`src/rtl/turn_sequencer.sv`:
```
// Turn sequencer for the two-player tank screen: alternating aim turns with a
// countdown, handshaked fire requests, per-player hit scores and win detection.
module turn_sequencer #(
  parameter int unsigned TICK_DIV     = 65_000_000,
  parameter int unsigned TURN_SECONDS = 30,
  parameter int unsigned WIN_SCORE    = 5,
  parameter int unsigned PLAY_YMIN    = 40
) (
  input  logic        clk,
  input  logic        rst,
  input  logic        in_map,
  input  logic        button_left,
  input  logic [11:0] xpos,
  input  logic [11:0] ypos,
  input  logic        fire_ack,
  input  logic        fire_done,
  input  logic        hit,
  output logic        fire_req,
  output logic [11:0] shot_x,
  output logic [11:0] shot_y,
  output logic        active_player,
  output logic [4:0]  time_left,
  output logic [3:0]  score_p0,
  output logic [3:0]  score_p1,
  output logic        game_over,
  output logic        winner
);

  localparam int PW = (TICK_DIV > 1) ? $clog2(TICK_DIV) : 1;

  typedef enum logic [2:0] {IDLE, AIM, FIRE, FLIGHT, SWITCH, OVER} state_e;

  state_e          state_q, state_d;
  logic [PW-1:0]   presc_q, presc_d;
  logic            btn_q;
  logic            fire_req_q, fire_req_d;
  logic [11:0]     shot_x_q, shot_x_d, shot_y_q, shot_y_d;
  logic            active_q, active_d;
  logic [4:0]      time_left_q, time_left_d;
  logic [3:0]      score_p0_q, score_p0_d, score_p1_q, score_p1_d;
  logic            game_over_q, game_over_d;
  logic            winner_q, winner_d;

  logic            click, valid_click, wrap;
  logic [3:0]      cur_score, inc_score;

  assign click       = button_left & ~btn_q;
  assign valid_click = click && (ypos >= 12'(PLAY_YMIN));
  assign wrap        = (presc_q == PW'(TICK_DIV - 1));
  assign cur_score   = active_q ? score_p1_q : score_p0_q;
  // Saturate so a stray extra hit can never wrap a score past the win value.
  assign inc_score   = (cur_score >= 4'(WIN_SCORE)) ? cur_score : cur_score + 4'd1;

  always_ff @(posedge clk or negedge rst) begin
    if (!rst) begin
      state_q     <= IDLE;
      presc_q     <= '0;
      btn_q       <= 1'b0;
      fire_req_q  <= 1'b0;
      shot_x_q    <= '0;
      shot_y_q    <= '0;
      active_q    <= 1'b0;
      time_left_q <= '0;
      score_p0_q  <= '0;
      score_p1_q  <= '0;
      game_over_q <= 1'b0;
      winner_q    <= 1'b0;
    end else begin
      state_q     <= state_d;
      presc_q     <= presc_d;
      btn_q       <= button_left;
      fire_req_q  <= fire_req_d;
      shot_x_q    <= shot_x_d;
      shot_y_q    <= shot_y_d;
      active_q    <= active_d;
      time_left_q <= time_left_d;
      score_p0_q  <= score_p0_d;
      score_p1_q  <= score_p1_d;
      game_over_q <= game_over_d;
      winner_q    <= winner_d;
    end
  end

  always_comb begin
    state_d     = state_q;
    presc_d     = presc_q;
    fire_req_d  = fire_req_q;
    shot_x_d    = shot_x_q;
    shot_y_d    = shot_y_q;
    active_d    = active_q;
    time_left_d = time_left_q;
    score_p0_d  = score_p0_q;
    score_p1_d  = score_p1_q;
    game_over_d = game_over_q;
    winner_d    = winner_q;

    // Leaving the map screen abandons the game from any state.
    if (!in_map) begin
      state_d     = IDLE;
      presc_d     = '0;
      fire_req_d  = 1'b0;
      active_d    = 1'b0;
      time_left_d = '0;
      score_p0_d  = '0;
      score_p1_d  = '0;
      game_over_d = 1'b0;
      winner_d    = 1'b0;
    end else begin
      unique case (state_q)
        IDLE: begin
          state_d     = AIM;
          presc_d     = '0;
          time_left_d = 5'(TURN_SECONDS);
          active_d    = 1'b0;
          score_p0_d  = '0;
          score_p1_d  = '0;
        end
        AIM: begin
          if (valid_click) begin
            state_d    = FIRE;
            fire_req_d = 1'b1;
            shot_x_d   = xpos;
            shot_y_d   = ypos;
          end else if (wrap) begin
            presc_d     = '0;
            time_left_d = time_left_q - 5'd1;
            if (time_left_q == 5'd1) state_d = SWITCH;
          end else begin
            presc_d = presc_q + PW'(1);
          end
        end
        FIRE: begin
          if (fire_ack) begin
            state_d    = FLIGHT;
            fire_req_d = 1'b0;
          end
        end
        FLIGHT: begin
          if (fire_done) begin
            state_d = SWITCH;
            if (hit) begin
              if (active_q) score_p1_d = inc_score;
              else          score_p0_d = inc_score;
              if (inc_score == 4'(WIN_SCORE)) begin
                state_d     = OVER;
                game_over_d = 1'b1;
                winner_d    = active_q;
              end
            end
          end
        end
        SWITCH: begin
          state_d     = AIM;
          active_d    = ~active_q;
          time_left_d = 5'(TURN_SECONDS);
          presc_d     = '0;
        end
        OVER: begin
          state_d = OVER;
        end
        default: state_d = IDLE;
      endcase
    end
  end

  assign fire_req      = fire_req_q;
  assign shot_x        = shot_x_q;
  assign shot_y        = shot_y_q;
  assign active_player = active_q;
  assign time_left     = time_left_q;
  assign score_p0      = score_p0_q;
  assign score_p1      = score_p1_q;
  assign game_over     = game_over_q;
  assign winner        = winner_q;

endmodule

```
`config.mk`:
```
export PLATFORM = sky130hd
export DESIGN_NAME = turn_sequencer
export DESIGN_NICKNAME = d
export VERILOG_FILES = /design/src/rtl/turn_sequencer.sv
export SDC_FILE = /design/constraint.sdc
export NUM_CORES = 1
export LEC_CHECK = 0
export ABC_AREA = 1
export BUFFER_PORTS_ARGS = -buffer_cell sky130_fd_sc_hd__buf_2
export CELL_PAD_IN_SITES_DETAIL_PLACEMENT = 0
export CELL_PAD_IN_SITES_GLOBAL_PLACEMENT = 1
export CORE_MARGIN = 4
export CORE_UTILIZATION = 40
export CTS_CLUSTER_DIAMETER = 120
export DETAILED_ROUTE_END_ITERATION = 16
export PLACE_DENSITY_LB_ADDON = 0.1
export SLEW_MARGIN = 40
export SYNTH_ARGS = -nofsm -noshare
export SYNTH_HDL_FRONTEND = slang
export SYNTH_SLANG_ARGS = --single-unit
```
`constraint.sdc`:
```
create_clock -name clk -period 2.5 [get_ports clk]
set_clock_uncertainty 0.2 [all_clocks]
set_input_delay 0.375 -clock clk [delete_from_list [all_inputs] [get_ports clk]]
set_output_delay 0.375 -clock clk [all_outputs]
set_load 0.005 [all_outputs]
```
==> results.json <==
{
  "drt_first_iter_violations": 152,
  "drt-total-wl_um": 10360,
  "syn_nets": 599,
  "syn_to_final_growth_pct": 19.23,
  "ir_drop_mv": 0.3502,
  "timing.rr.end": "presc_q[22]",
  "yosysUniqueCellTypes": 33,
  "finalSetupTns_ps": 0,
  "synth_area_leader_cell": "dfrtp_1",
  "syn_inst": 562,
  "cts_root_buf": "clkbuf_8",
  "slowest_stage": "dfrtp_1",
  "clock.fmax_ghz": 0.4536,
  "end_kind": "flop",
  "fin_crit_sh": 0.8818,
  "power_density_nw_per_um2": 745.6,
  "maxCapViolCount": 0,
  "min_to": "shot_x[1]",
  "ys_top_cells_by_area": "dfrtp_1 (45%), nand2_1 (21%), nor2_1 (5.8%)",
  "rrSetupSlack_ps": 300,
  "path_common_cell": "nor2_1",
  "power_leakage_nw": 2.364,
  "grt_setup_unrepaired": "no",
  "io_pins": 72,
  "slew_violations": 0,
  "track_usage": 0.1943,
  "hold_depth": 3,
  "run_status": "complete, no violations",
  "yosys_warnings": 0,
  "synth_top_area_frac": 0.4456,
  "cts_sinks": 71,
  "cts-buffers-inserted": 9,
  "dieArea_um2": 11630,
  "cp_data_arrival_time_ps": 2240,
  "wl_per_cell_um": 13.25,
  "min_from": "xpos[1]",
  "stdcell_count": 782,
  "synthTopCellsByCount": "nand2_1 (222), dfrtp_1 (71), nor2_1 (62)",
  "crit_family": "simple AND/OR/NAND/NOR gates",
  "finalNetCount": 681,
  "crit_path_max_incr_delay_ps": 430,
  "cp_cell_sequence": "ha_1 > nand3_1 > nor2_1 > nand4_1 > nor2_1 > nand2_1 > nor2_1 > nand2_1 > nand2_1 > nor2_1",
  "row_count": 36,
  "hpwlAfterDp_um": 7798,
  "post-route-min-period_ps": 2205,
  "portBuffers": 71,
  "tightest_slew_ps": 648.7,
  "place_ws_ps": 206.6,
  "synth_area_per_cell_um2": 7.095,
  "antenna_found_initial": 0,
  "post-synth-top-count-cell": "nand2_1",
  "cp_data_required_time_ps": 2530,
  "p_total_w": 0.003545,
  "core_area_um2": 9729,
  "viasPerCell": 4.813,
  "cp_max_fo": 5,
  "worst-r2r-cell-count": 10,
  "clockBufferDepth": 2,
  "slew_headroom": 0.5660,
  "post-place-cells": 762,
  "grt_pass1_wl_um": 18180,
  "ys_seq_area_frac": 0.4456,
  "cts.htree.levels": 3,
  "start_util": 0.4099,
  "hold_violations": 0,
  "worstSetupStartpointType": "flop",
  "netlist_area_um2": 3988,
  "synthFlopType": "dfrtp_1",
  "cts_tree": "built",
  "antenna_left": 0,
  "hold_path_class": "primary input to flop",
  "path_clk_slew_ps": 80,
  "setup_viol": 0,
  "gp_congestion": 0.8388,
  "grt_pass1_vias": 3853,
  "clkLatencyLatePin_ps": 350,
  "rr_startpoint": "presc_q[0]",
  "setup_slack_ps": 295.4,
  "synthArstFlopShare": 1.000,
  "overflow": 0,
  "timing.critical_path.buf_inv": 0,
  "die_h_um": 107.8,
  "ys_ff_latch": 71,
  "layout-drive-gt1-share": 0.1895,
  "synth_edf_count": 0,
  "worstSetupPathType": "flop to flop",
  "die_w_um": 107.8,
  "firstDrtPassIters": 4,
  "vias": 3764,
  "drc": 0,
  "grt_max_degree": 45,
  "n_antenna_cell": 0,
  "startpoint": "presc_q[0]",
  "final_util": 0.4887
}
-- power by group --
group	leakage (nW)	switching, W	internal (W)	total, W
sequential	0.944	0.000179	0.00140	0.00157
combinational	1.32	0.000599	0.000407	0.00101
clock	0.103	0.000471	0.000493	0.000964
total	2.36	0.00125	0.00230	0.00354
-- stage by stage --
stage / area, µm² / hold WS (ps)
CTS: 4733 / 1.598
global route: 4755 / 22.68
detailed placement: 4507 / 132.1
global placement: 4507 / 131.2
floorplan: 3988 / -120.6
finish: 4755 / 14.48
-- sequential cells by signal, summed over array words and instances, names as in the netlist, 3 cells and up --
| signal | count |
|---|---|
| score_p1 | 4 |
| presc_q | 26 |
| score_p0 | 4 |
| shot_y | 12 |
| state_q | 3 |
| time_left | 5 |
| shot_x | 12 |
-- worst max path at each step --
stage	end	slack [ps]	cells after the start
after detailed placement	winner	210	16
after global placement	winner	280	15
after global routing	winner	30	16
after CTS	winner	180	16
final	presc_q[22]	300	10
after floorplan	winner	380	17
-- placed cells by master, fill, tap and decap left out, types with 2 or more instances in the layout --
cell type | netlist | final
a21oi_1 | 9 | 9
a22oi_2 | 2 | 2
buf_2 | 5 | 70
buf_4 | 0 | 9
clkbuf_8 | 0 | 10
clkinv_4 | 0 | 2
dfrtp_1 | 71 | 70
dlygate4sd3_1 | 0 | 2
ha_1 | 6 | 6
inv_1 | 52 | 52
inv_2 | 8 | 7
nand2_1 | 222 | 222
nand2_2 | 3 | 3
nand3_1 | 32 | 32
nand3_2 | 2 | 2
nand4_1 | 9 | 9
nor2_1 | 62 | 61
nor2_2 | 6 | 7
nor3_1 | 13 | 13
o21a_1 | 2 | 2
o21ai_0 | 20 | 20
o21ai_1 | 13 | 13
o31ai_1 | 2 | 2
xor2_1 | 6 | 6
-- worst register-to-register path: stages (launching register included) --
cell     delay, ps
dfrtp_1        430
ha_1           240
nand3_1        160
nor2_1         220
nand4_1        190
nor2_1         280
nand2_1        110
nor2_1         120
nand2_1         50
nand2_1         60
nor2_1          40
-- cell type report --
cell class / instances / area [µm²]
flip-flops and latches: 71 / 1778
well taps: 133 / 166.4
inverters: 60 / 227.7
multi-input cells: 420 / 1918
clock buffers: 10 / 137.6
fillers: 1026 / 4975
clock inverters: 6 / 68.82
repair buffers: 82 / 457.9
-- per-layer routing --
metal  global-route usage  part of all wire  vias to the layer above
li1                     -                 -                     1938
met1               0.2535              0.45                     1716
met2               0.3259              0.48                       94
met3              0.03539             0.050                       16
met4              0.06222             0.017                        0
met5                    0                 0                        -
-- timing repair --
item / CTS / global route
setup buffers: 0 / 2
resized for setup: 0 / 3
hold buffers: 2 / 0
setup endpoints to repair: 0 / 5
hold endpoints to repair: 28 / 0
-- kinds of logic after synthesis --
kind of cell,synth area share
xor gates and xnor gates,0.01538
and+or+nand+nor,0.3690
buffers and inverters,0.07405
adders and majority gates,0.01883
DFF,0.4456
AOI/OAI and AO/OA,0.07719
Power figures use the tool's default switching activity.
